==> src/rtl/e_inst_sched_pkg.sv <==
// Shared types for the EInst scheduler and its chunk-range helper.
// Shared by e_inst_sched and e_sched_outcnt.
package e_inst_sched_pkg;

    localparam int EColW = 4;

    typedef enum logic [2:0] {
        EOpNop,
        EOpLoad,
        EOpMac,
        EOpAct,
        EOpStore
    } EOpCode;

    typedef struct packed {
        EOpCode             eOpCode;
        logic [EColW-1:0]   colBegin;
        logic [EColW-1:0]   colEnd;
        logic               mvsync;
        logic               eLast;
    } EInst;

    typedef enum logic [1:0] {
        ESIDLE,
        ESISSUE,
        ESDRAIN
    } ESchedState;

    // step is never 0 here; the sum is one bit wider so it cannot wrap
    function automatic logic [EColW-1:0] chunkEnd(
        input logic [EColW-1:0] ptr,
        input logic [EColW:0]   step,
        input logic [EColW-1:0] last
    );
        logic [EColW:0] sum;
        sum = {1'b0, ptr} + step - (EColW+1)'(1);
        return (sum > {1'b0, last}) ? last : sum[EColW-1:0];
    endfunction

endpackage

==> src/rtl/e_sched_outcnt.sv <==
// Outstanding-EInst counter: issued but not yet finished chunks.
module e_sched_outcnt
    import e_inst_sched_pkg::*;
#(
    parameter int MaxOut = 4,
    localparam int CntW = $clog2(MaxOut + 1)
) (
    input  logic            clk,
    input  logic            rst,
    input  logic            inc,
    input  logic            dec,
    output logic [CntW-1:0] cnt,
    output logic            full,
    output logic            zero,
    output logic            underflow
);

    assign full      = (cnt == CntW'(MaxOut));
    assign zero      = (cnt == '0);
    assign underflow = dec & ~inc & zero;

    always_ff @(posedge clk) begin
        if (rst) begin
            cnt <= '0;
        end else begin
            unique case (1'b1)
                inc & ~dec:         cnt <= cnt + CntW'(1);
                dec & ~inc & ~zero: cnt <= cnt - CntW'(1);
                default:            ;
            endcase
        end
    end

endmodule

==> src/rtl/e_inst_sched.sv <==
// Splits a column-range macro command into EInst chunks with an outstanding limit.
// Define ESCHED_PERF_EN to build the busy/stall cycle counters.
module e_inst_sched
    import e_inst_sched_pkg::*;
#(
    parameter int VColLoop = 16,
    parameter int MaxOut = 4,
    localparam int ColW = $clog2(VColLoop),
    localparam int CntW = $clog2(MaxOut + 1)
) (
    input  logic                    clk,
    input  logic                    rst,
    input  logic                    cmdValid,
    output logic                    cmdReady,
    input  EOpCode                  cmdOpCode,
    input  logic [ColW-1:0]         cmdColBegin,
    input  logic [ColW-1:0]         cmdColEnd,
    input  logic [ColW-1:0]         cmdColStep,
    input  logic                    cmdSync,
    output logic                    eValid,
    input  logic                    eReady,
    output logic [$bits(EInst)-1:0] eInst,
    input  logic                    eFinish,
    output logic                    busy,
    output logic                    done,
    output logic                    errCmd,
    output logic                    errUnderflow,
    output logic [31:0]             perfBusyCyc,
    output logic [31:0]             perfStallCyc
);

    ESchedState      state;
    EOpCode          opQ;
    logic [ColW-1:0] ptr;
    logic [ColW-1:0] endQ;
    logic            mvsyncQ;
    logic            lastQ;
    logic [ColW-1:0] colBeginQ;
    logic [ColW-1:0] colEndQ;
    logic [ColW:0]   stepQ;
    logic            syncQ;

    logic [CntW-1:0] outCnt;
    logic            outFull;
    logic            outZero;
    logic            underflow;
    logic            hs;

    logic [ColW:0]   stepIn;
    logic [ColW-1:0] firstEnd;
    logic [ColW-1:0] nextPtr;
    logic [ColW-1:0] nextEnd;

    assign cmdReady = (state == ESIDLE);
    assign busy     = (state != ESIDLE);
    assign eValid   = (state == ESISSUE) & ~outFull;
    assign done     = (state == ESDRAIN) & outZero;
    assign hs       = eValid & eReady;
    assign eInst    = {opQ, ptr, endQ, mvsyncQ, lastQ};

    assign stepIn   = (cmdColStep == '0) ? (ColW+1)'(1) : {1'b0, cmdColStep};
    assign firstEnd = chunkEnd(cmdColBegin, stepIn, cmdColEnd);
    assign nextPtr  = endQ + ColW'(1);
    assign nextEnd  = chunkEnd(nextPtr, stepQ, colEndQ);

    e_sched_outcnt #(.MaxOut(MaxOut)) uOutCnt (
        .clk       (clk),
        .rst       (rst),
        .inc       (hs),
        .dec       (eFinish),
        .cnt       (outCnt),
        .full      (outFull),
        .zero      (outZero),
        .underflow (underflow)
    );

    always_ff @(posedge clk) begin
        if (rst) begin
            state        <= ESIDLE;
            opQ          <= EOpNop;
            ptr          <= '0;
            endQ         <= '0;
            mvsyncQ      <= 1'b0;
            lastQ        <= 1'b0;
            colBeginQ    <= '0;
            colEndQ      <= '0;
            stepQ        <= '0;
            syncQ        <= 1'b0;
            errCmd       <= 1'b0;
            errUnderflow <= 1'b0;
        end else begin
            if (underflow) errUnderflow <= 1'b1;
            unique case (state)
                ESIDLE: if (cmdValid) begin
                    opQ       <= cmdOpCode;
                    colBeginQ <= cmdColBegin;
                    colEndQ   <= cmdColEnd;
                    stepQ     <= stepIn;
                    syncQ     <= cmdSync;
                    if (cmdColBegin > cmdColEnd) begin
                        errCmd <= 1'b1;
                        state  <= ESDRAIN;
                    end else begin
                        state   <= ESISSUE;
                        ptr     <= cmdColBegin;
                        endQ    <= firstEnd;
                        mvsyncQ <= cmdSync;
                        lastQ   <= (firstEnd == cmdColEnd);
                    end
                end
                ESISSUE: if (hs) begin
                    if (lastQ) begin
                        state <= ESDRAIN;
                    end else begin
                        ptr     <= nextPtr;
                        endQ    <= nextEnd;
                        mvsyncQ <= syncQ & (nextPtr == colBeginQ);
                        lastQ   <= (nextEnd == colEndQ);
                    end
                end
                ESDRAIN: if (outZero) state <= ESIDLE;
                default: state <= ESIDLE;
            endcase
        end
    end

`ifdef ESCHED_PERF_EN
    logic [31:0] busyCyc;
    logic [31:0] stallCyc;
    logic        stall;

    assign stall = (eValid & ~eReady) | ((state == ESISSUE) & outFull);

    always_ff @(posedge clk) begin
        if (rst) begin
            busyCyc  <= '0;
            stallCyc <= '0;
        end else begin
            if (busy && busyCyc != '1) busyCyc <= busyCyc + 32'd1;
            if (stall && stallCyc != '1) stallCyc <= stallCyc + 32'd1;
        end
    end

    assign perfBusyCyc  = busyCyc;
    assign perfStallCyc = stallCyc;
`else
    assign perfBusyCyc  = '0;
    assign perfStallCyc = '0;
`endif

endmodule

==> config.mk <==
export PLATFORM = sky130hd
export DESIGN_NAME = e_inst_sched
export DESIGN_NICKNAME = d
export VERILOG_FILES = /design/src/rtl/e_inst_sched_pkg.sv /design/src/rtl/e_sched_outcnt.sv /design/src/rtl/e_inst_sched.sv
export SDC_FILE = /design/constraint.sdc
export NUM_CORES = 1
export LEC_CHECK = 0
export BUFFER_PORTS_ARGS = -buffer_cell sky130_fd_sc_hd__buf_2
export CORE_UTILIZATION = 30
export DETAILED_ROUTE_END_ITERATION = 16
export MAX_ROUTING_LAYER = met4
export PLACE_DENSITY = 0.52
export SLEW_MARGIN = 10
export SYNTH_ARGS = -nofsm -noshare
export SYNTH_HDL_FRONTEND = slang
export SYNTH_SLANG_ARGS = --single-unit
==> constraint.sdc <==
create_clock -name clk -period 3.3 [get_ports clk]
set_input_delay 0.66 -clock clk [delete_from_list [all_inputs] [get_ports clk]]
set_output_delay 0.66 -clock clk [all_outputs]
set_load 0.02 [all_outputs]
==> impl_metrics.csv, run 1 <==
group,metric,value,unit
run_status,status,"finished, final reports clean",
placed_design,io_buffers,39,
critical_path,worstSetupEndpointType,"flip-flop",
sta,relSlewSlack,59.32,%
clock_network,clk_latency,0.29,ns
logic_synthesis,avgSynthCellArea,8.016,um2
layout,fin_cells,544,
routing,routed_wl,6.949,mm
clock_network,numCtsBuffers,5,
min_path,timing.hold.worst.start,"colEndQ[3]$_SDFFE_PP0P_",
routing,drtPass1Iterations,4,
global_route,grt_pass1_wl,11.01,mm
routing,vias,2337,
critical_path,cp_data_arrival_time,3.34,ns
sta,hold_viol_final,0,
logic_synthesis,yosys_register_bits,33,
sta,worst_slew_pin_slew,0.6102,ns
logic_synthesis,synth_common_cells,"buf_4, nand2_1, inv_1, a21oi_1, dfxtp_1",
placed_design,hpwl,5.416,mm
sta,final_max_slew_viol_count,0,
die,die-area,0.009988,mm2
logic_synthesis,netlist_area,0.002878,mm2
global_route,grt_pass1_vias,2173,
pwr,power_density,693.3,mW/mm2
die,core_area,0.009284,mm2
logic_synthesis,seq_area_frac_synth,22.96,%
critical_path,regToRegSetupSlack,0.18,ns
routing,ant_nets,0,
routing,drcViolationCount,0,
pwr,power.total,2290,uW
global_route,antenna_found_initial,0,
logic_synthesis,netlist_instances,359,
routing,first_iter_violations,115,
layout,drive_gt1_share,23.13,%
layout,nets,465,
clock_network,clock-root-buffer,"clkbuf_8",
job,drv_cap,0,
critical_path,path_class,"in2reg",
logic_synthesis,yosysUniqueCellTypes,50,
sta,fin_skew,0.009133,ns
min_path,worstHoldPathType,"reg2reg",
clock_network,htreeDepth,2,
clock_network,cts_setup_buffers,0,
logic_synthesis,synth_area_leader_cell,"dfxtp_1",
die,fp.dieH,99.94,um
global_route,grt.overflow.total,0,
routing,wire_per_inst,12.77,um
sta,finalCritPeriodShare,96.52,%
logic_synthesis,yosysMostFrequentCell,"buf_4",
clock_network,clk_path_buf_depth,2,
sta,rsz0062_at_grt,"false",
critical_path,crit_fanout,5,
logic_synthesis,synth_edf_count,0,
die,start_util,31.00,%
critical_path,cp-start-kind,"input port",
critical_path,timing.rr.start,"endQ[1]$_SDFFE_PP0P_",
layout,fin_area,0.003303,mm2
logic_synthesis,synth_area_leaders,"dfxtp_1, buf_4, ha_1, a21oi_1, nand2_1",
clock_network,cts.clk_slew.worst_paths,0.07,ns
die,fp.dieW,99.94,um
clock_network,clkSinkCount,33,
routing,vias_per_cell,4.296,
clock_network,cts_tree,"done",
global_route,grt_max_degree,32,
sta,period_needed,3.185,ns
logic_synthesis,yosys_most_used_dff,"dfxtp_1",
logic_synthesis,yosysWarnings,0,
placed_design,placedInstanceArea,0.003085,mm2
logic_synthesis,yosysTopAreaCellShare,22.96,%
die,ios,104,
layout,area_growth,14.78,%
placed_design,finalWeightedCongestion,0.8665,
pwr,power_leakage,0.001530,uW
global_route,grt_use_total,14.68,%
clock_network,holdBufCountCts,0,
pwr,ir_drop,0.4156,mV
layout,diodes,0,
die,rows,35,
critical_path,cp.required,3.46,ns
critical_path,crit_start,"cmdColStep[1]",
sta,fmax,0.3139,GHz
logic_synthesis,async_flop_share,0,%
placed_design,place_inst,535,
sta,setup_viol_count_final,0,
where the power goes:
part / leakage (uW) / internal, uW / switching (uW)
registers: 0.000272 / 459 / 61.0
clock network: 0.0000585 / 246 / 152
logic: 0.00120 / 622 / 750
worst max-delay path, stage by stage:
cell      delay [ns]
buf_2           0.10
inv_1           0.09
a31oi_2         0.11
ha_1            0.19
inv_1           0.05
ha_1            0.15
inv_1           0.06
fa_2            0.56
inv_1           0.08
ha_4            0.23
a21oi_2         0.11
o221ai_1        0.14
a211oi_2        0.23
buf_4           0.18
nor2_1          0.04
a211oi_1        0.23
o32ai_1         0.12
placed cells by master (no fill, tap or decap), types with 3 or more instances in the layout:
cell type  instances
conb_1            64
nand2_1           42
inv_1             40
buf_2             40
a21oi_1           31
dfxtp_1           31
ha_1              24
buf_4             19
nor2_1            11
xnor2_1           11
nand3_1            8
xor2_1             6
clkbuf_8           6
o21a_1             4
nand4_1            4
a211oi_2           4
a211oi_1           4
o211ai_1           4
and2_1             3
o21ai_0            3
o2111ai_1          3
registers in the layout, summed over array words and instances (netlist names):
signal	flops
endQ	4
colEndQ	4
mvsyncQ	1
opQ	3
colBeginQ	4
syncQ	1
lastQ	1
stepQ	4
ptr	4
uOutCnt.cnt	3
state	2
errUnderflow	1
errCmd	1
through the flow:
stage / hold WS (ns) / worst slack (ns) / TNS (ns) / util [%]
2_1_floorplan: 0.4363 / 0.02444 / 0 / -
5_1_grt: 0.4822 / 0.003389 / 0 / 35.58
3_5_place_dp: 0.4467 / -0.2763 / -1.070 / 33.23
6_report: 0.4552 / 0.1148 / 0 / 35.58
3_3_place_gp: 0.4408 / -0.1618 / -0.6177 / 33.23
4_1_cts: 0.4565 / 0.009404 / 0 / 34.54
metal layers:
metal	global-route usage (%)	routed length, um
met1	18.41	3082
met4	4.751	179
met5	-	0
met3	3.273	430
met2	23.40	3257
kinds of logic after synthesis:
| family | after synthesis | share of synthesized area, % |
|---|---|---|
| other | 1 | 0.1303 |
| AND/OR/NAND/NOR | 83 | 13.65 |
| adder cells (fa/ha/maj) | 30 | 13.83 |
| flip-flops | 33 | 22.96 |
| XOR/XNOR | 20 | 6.087 |
| buffers and inverters | 115 | 24.00 |
| AO/OA/AOI/OAI | 77 | 19.35 |
cell type report:
type                            count  area (um2)
Clock buffer                        7       86.33
Clock inverter                      1       30.03
Fill cell                         996        5981
Inverter                           41       153.9
Multi-Input combinational cell    274        1866
Sequential cell                    33       663.1
Tap cell                          129       161.4
Timing Repair Buffer               59       342.8
path summary, 6_finish.rpt:
kind,cells past startpoint,endpoint
setup / recovery,17,endQ[3]$_SDFFE_PP0P_
hold / removal,2,colEndQ[3]$_SDFFE_PP0P_
setup reg to reg,16,endQ[3]$_SDFFE_PP0P_
hold reg to reg,2,colEndQ[3]$_SDFFE_PP0P_
what timing repair did:
item | CTS | global route
cloned | 0 | 1
hold endpoints to repair | 0 | 0
pin swaps | 0 | 6
resized for setup | 1 | 18
endpoints found under the setup margin | 1 | 5
No activity file was read; power rests on OpenSTA's default activity.
==> inputs of run 2 (changes only) <==
==> constraint.sdc (replaced) <==
create_clock -name clk -period 3.3 [get_ports clk]
set_input_delay 0.66 -clock clk [delete_from_list [all_inputs] [get_ports clk]]
set_output_delay 0.66 -clock clk [all_outputs]
set_load 0.1 [all_outputs]
==> run 2 against run 1 <==
  * First-iteration DRC count down 24%
  * Hold slack got worse by 0.0021 ns
  * Clock power about the same
  * Cell area up 0.57%
  * Power up 21%
  * Non-clock buffer count grew 5
  * Clock skew barely moved
  * Fmax about the same
  * Wire length down 3.1%
  * Critical path depth is 2 lower
  * Final cell count rose by 0.92%
  * Count of clock-buffer cells in the layout is the same
==> impl_metrics.csv, run 2 (same netlist as run 1, synthesis figures left out) <==
group,metric,value,unit
pwr,power_density,831.6,mW/mm2
critical_path,critical-path-top-delay-family,"adder cells",
critical_path,rr_worst_depth,15,
layout,area_growth,15.43,%
clock_network,clock-root-buffer,"clkbuf_8",
critical_path,crit_fanout,5,
sta,final_max_slew_viol_count,0,
die,ios,104,
clock_network,clk_latency,0.28,ns
critical_path,slowest_delay,0.55,ns
min_path,worstHoldPathType,"reg2reg",
critical_path,crit_chain,"ha_4 -> inv_1 -> ha_1 -> inv_1 -> ha_2 -> inv_1 -> fa_2 -> inv_1 -> ha_1 -> nand2_1 -> o21bai_1 -> o2bb2ai_2 -> and2_4 -> a211oi_2 -> o32ai_1",
routing,vias,2374,
critical_path,cp-start-kind,"flip-flop",
critical_path,crit_top_cell,"inv_1",
routing,drtPass1Iterations,4,
sta,hold_slack,0.4531,ns
clock_network,numCtsBuffers,5,
sta,fin_skew,0.009510,ns
critical_path,cp_data_arrival_time,3.34,ns
layout,fill_cells,993,
critical_path,r2r_end,"endQ[3]$_SDFFE_PP0P_",
global_route,antenna_found_initial,0,
global_route,grt_max_degree,32,
critical_path,worstSetupEndpointType,"flip-flop",
critical_path,critical_path_buf_inv_count,4,
layout,nets,470,
layout,layout_commonest_cell,"conb_1",
routing,ant_nets,0,
sta,fmax,0.3141,GHz
routing,vias_per_cell,4.324,
layout,drive_gt1_share,23.81,%
placed_design,finalWeightedCongestion,0.8282,
global_route,grt_use_total,13.73,%
global_route,grt_pass1_vias,2101,
die,rows,35,
layout,mostFrequentLayoutCells,"conb_1, nand2_1, buf_2",
clock_network,clkSinkCount,33,
layout,utilization,35.78,%
global_route,grt_pass1_wl,10.26,mm
sta,final.setup.tns,0,ns
clock_network,cts.clk_slew.worst_paths,0.07,ns
job,drv_cap,0,
critical_path,crit_start,"endQ[1]$_SDFFE_PP0P_",
die,fp.dieW,99.94,um
sta,finalCritPeriodShare,96.48,%
clock_network,htreeDepth,2,
sta,worst_slew_pin_slew,0.6238,ns
critical_path,crit_cells,15,
die,die-area,0.009988,mm2
pwr,ir_drop,0.4014,mV
routing,first_iter_violations,87,
routing,routed_wl,6.734,mm
pwr,power_leakage,0.001556,uW
critical_path,cp.required,3.46,ns
die,core_area,0.009284,mm2
clock_network,cts_tree,"done",
global_route,grt.overflow.total,0,
clock_network,clk_path_buf_depth,2,
run_status,status,"finished, final reports clean",
sta,period_needed,3.184,ns
die,start_util,31.00,%
layout,diodes,0,
sta,relSlewSlack,58.41,%
routing,wire_per_inst,12.27,um
critical_path,crit_end,"endQ[3]$_SDFFE_PP0P_",
pwr,power.total,2763,uW
placed_design,hpwl,5.357,mm
sta,setup_viol_count_final,0,
critical_path,path_class,"reg2reg",
critical_path,regToRegSetupSlack,0.12,ns
die,fp.dieH,99.94,um
routing,drcViolationCount,0,
placed_design,io_buffers,39,
critical_path,critPathSlowestCell,"fa_2",
sta,hold_viol_final,0,
critical_path,timing.rr.start,"endQ[1]$_SDFFE_PP0P_",
## run 2: repair_timing
item,4_1_cts,5_1_grt
setup endpoints to repair,2,5
hold buffers,0,0
buffers inserted,0,1
gates resized for setup,0,10
hold endpoints to repair,0,0
pin swaps,0,6
cloned,0,1
## run 2: how the worst min path moves through the flow
stage | endpoint | slack (ns) | depth (start not counted) | from
final | opQ[0]$_SDFFE_PP0P_ | 0.45 | 2 | opQ[0]$_SDFFE_PP0P_
after global routing | colEndQ[3]$_SDFFE_PP0P_ | 0.48 | 2 | colEndQ[3]$_SDFFE_PP0P_
after CTS | opQ[0]$_SDFFE_PP0P_ | 0.46 | 2 | opQ[0]$_SDFFE_PP0P_
after detailed placement | opQ[0]$_SDFFE_PP0P_ | 0.45 | 2 | opQ[0]$_SDFFE_PP0P_
after global placement | opQ[1]$_SDFFE_PP0P_ | 0.44 | 2 | opQ[1]$_SDFFE_PP0P_
after floorplan | colEndQ[3]$_SDFFE_PP0P_ | 0.44 | 2 | colEndQ[3]$_SDFFE_PP0P_
## run 2: power breakdown
part	leakage (uW)	total (uW)	switching [uW]	internal, uW
registers	0.000273	520	58.6	461
logic	0.00122	1850	1230	614
clock network	0.0000585	397	151	246
total	0.00156	2760	1440	1320
## run 2: area by class of cell
type / instances / area (um2) / share of cell area [%]
Sequential cell: 33 / 670.6 / 20.19
Inverter: 41 / 153.9 / 4.633
Clock buffer: 7 / 86.33 / 2.599
Timing Repair Buffer: 64 / 380.4 / 11.45
Clock inverter: 1 / 30.03 / 0.9040
Tap cell: 129 / 161.4 / 4.859
Multi-Input combinational cell: 274 / 1839 / 55.37
## run 2: per-stage QoR
| stage | instance area (um2) | worst slack [ns] | instances |
|---|---|---|---|
| finish | 3322 | 0.1160 | 549 |
| global route | 3322 | -0.01453 | 549 |
| CTS | 3267 | -0.05916 | 547 |
| detailed placement | 3151 | -0.2162 | 539 |
| global placement | 3151 | -0.1252 | 539 |
| floorplan | 3158 | 0.02213 | 422 |
## run 2: layer usage
metal	GRT usage (%)	part of all wire, %	vias up
met2	24.08	50	58
li1	-	-	1194
met5	-	0	-
met3	2.507	3.7	4
met1	16.70	46	1118
met4	2.036	0.31	0
## run 2: tightest hold or removal path, stage by stage (launching register included)
cell	delay (ns)
dfxtp_1	0.31
nand2_1	0.05
a21oi_1	0.05
==> inputs of run 3 (changes only) <==
Settings changed: CELL_PAD_IN_SITES_DETAIL_PLACEMENT set to 1, CELL_PAD_IN_SITES_GLOBAL_PLACEMENT set to 1, PLACE_DENSITY 0.52 to unset, PLACE_DENSITY_LB_ADDON set to 0.1.
==> run 3 against run 2 <==
  * Critical path depth is 2 higher
  * Power is 4.0% higher
  * Core utilization is 0.71 points higher
==> impl_metrics.csv, run 3 (same netlist as run 1, synthesis figures left out) <==
group,metric,value,unit
run_status,status,"finished, final reports clean",
sta,finalCritPeriodShare,95.75,%
job,drv_cap,0,
clock_network,cts_tree,"done",
die,fp.dieW,99.94,um
clock_network,clkSinkCount,33,
clock_network,cts.clk_slew.worst_paths,0.07,ns
pwr,power_leakage,0.001567,uW
critical_path,slowest_delay,0.54,ns
routing,vias_per_cell,4.435,
sta,relSlewSlack,55.44,%
global_route,grt_pass1_vias,2424,
routing,first_iter_violations,48,
layout,fill_cells,1171,
routing,drcViolationCount,0,
layout,fin_cells,550,
die,rows,35,
sta,setup_viol_count_final,0,
global_route,grt.overflow.total,0,
critical_path,path_class,"in2reg",
pwr,ir_drop,0.3304,mV
critical_path,cp_data_arrival_time,3.32,ns
routing,vias,2439,
layout,drive_gt1_share,25.65,%
placed_design,hpwl,6.166,mm
sta,period_needed,3.160,ns
routing,routed_wl,7.934,mm
sta,hold_viol_final,0,
layout,diodes,0,
global_route,grt_max_degree,32,
layout,multi_input_area,0.001898,mm2
critical_path,crit_fanout,5,
clock_network,clk_path_buf_depth,2,
clock_network,holdBufCountCts,0,
sta,worst_slew_pin_slew,0.6684,ns
clock_network,numCtsBuffers,5,
global_route,grt_pass1_wl,12.30,mm
routing,ant_nets,0,
placed_design,place_inst,539,
critical_path,critPathSlowestCell,"fa_2",
global_route,grt_use_total,16.68,%
global_route,antenna_found_initial,0,
critical_path,cp.required,3.46,ns
routing,wire_per_inst,14.43,um
critical_path,crit_top_cell,"inv_1",
layout,layout_commonest_cell,"conb_1",
layout,area_growth,17.74,%
die,ios,104,
critical_path,worstSetupEndpointType,"flip-flop",
layout,seqCellArea,670.6,um2
sta,fin_skew,0.006246,ns
layout,fin_area,0.003388,mm2
layout,nets,471,
sta,fmax,0.3165,GHz
die,start_util,31.00,%
placed_design,placedInstanceArea,0.003151,mm2
critical_path,crit_chain,"buf_2 -> inv_1 -> a31oi_2 -> ha_1 -> inv_1 -> ha_1 -> inv_1 -> fa_2 -> inv_2 -> ha_4 -> a21oi_4 -> o221ai_2 -> a211oi_2 -> buf_4 -> nor2_1 -> a211oi_2 -> o32ai_2",
critical_path,cp-start-kind,"input port",
routing,drtPass1Iterations,4,
pwr,power_density,847.8,mW/mm2
sta,final_max_slew_viol_count,0,
die,die-area,0.009988,mm2
clock_network,clk_latency,0.29,ns
layout,mostFrequentLayoutCells,"conb_1, nand2_1, buf_2",
min_path,worstHoldPathType,"reg2reg",
die,fp.dieH,99.94,um
die,core_area,0.009284,mm2
clock_network,clock-root-buffer,"clkbuf_8",
placed_design,finalWeightedCongestion,0.7865,
clock_network,htreeDepth,2,
placed_design,io_buffers,39,
run 3: final timing paths:
path | to | start | cells past startpoint | slack (ns)
worst max-delay path | endQ[1]$_SDFFE_PP0P_ | cmdColStep[3] | 17 | 0.14
worst max register to register | endQ[1]$_SDFFE_PP0P_ | endQ[1]$_SDFFE_PP0P_ | 15 | 0.15
worst min register to register | opQ[0]$_SDFFE_PP0P_ | opQ[0]$_SDFFE_PP0P_ | 2 | 0.45
worst min-delay path | opQ[0]$_SDFFE_PP0P_ | opQ[0]$_SDFFE_PP0P_ | 2 | 0.45
run 3: metal layers:
layer	vias up	GRT usage [%]	wire length (um)
met3	10	3.343	374
met4	0	3.167	82
met5	-	-	0
li1	1191	-	-
met1	1165	19.29	3401
met2	73	29.92	4074
run 3: cell type report:
class | count | share of cell area (%)
Clock buffer | 7 | 2.548
Clock inverter | 1 | 0.8863
Inverter | 41 | 4.542
Multi-Input combinational cell | 274 | 56.02
Sequential cell | 33 | 19.79
Tap cell | 129 | 4.764
Timing Repair Buffer | 65 | 11.45
run 3: worst max-delay path, delay by kind of cell:
kind	cells	cell delay [ns]
buffers and inverters	6	0.54
AOI/OAI and AO/OA	6	0.97
adders and majority gates	4	1.11
and+or+nand+nor	1	0.05
run 3: report_power, final:
group          internal, uW  switching, uW
sequential              461           62.8
combinational           650           1290
clock                   246            159
run 3: stage by stage:
| step | power, uW | hold slack, ns | setup TNS, ns | utilization (%) | setup WS, ns |
|---|---|---|---|---|---|
| floorplan | 1962 | 0.4363 | 0 | - | 0.02213 |
| global placement | 2315 | 0.4438 | -0.5796 | 33.94 | -0.1512 |
| detailed placement | 2331 | 0.4460 | -1.243 | 33.94 | -0.3062 |
| CTS | 2761 | 0.4555 | 0 | 35.30 | 0.002001 |
| global route | 3072 | 0.4848 | -0.02733 | 36.50 | -0.01815 |
| finish | 2872 | 0.4536 | 0 | 36.50 | 0.1401 |
run 3: repair_timing:
| item | in CTS | in global routing |
|---|---|---|
| cloned | 0 | 1 |
| setup endpoints to repair | 2 | 5 |
| pin swaps | 0 | 7 |
| resized for setup | 2 | 18 |
| buffers inserted | 0 | 2 |
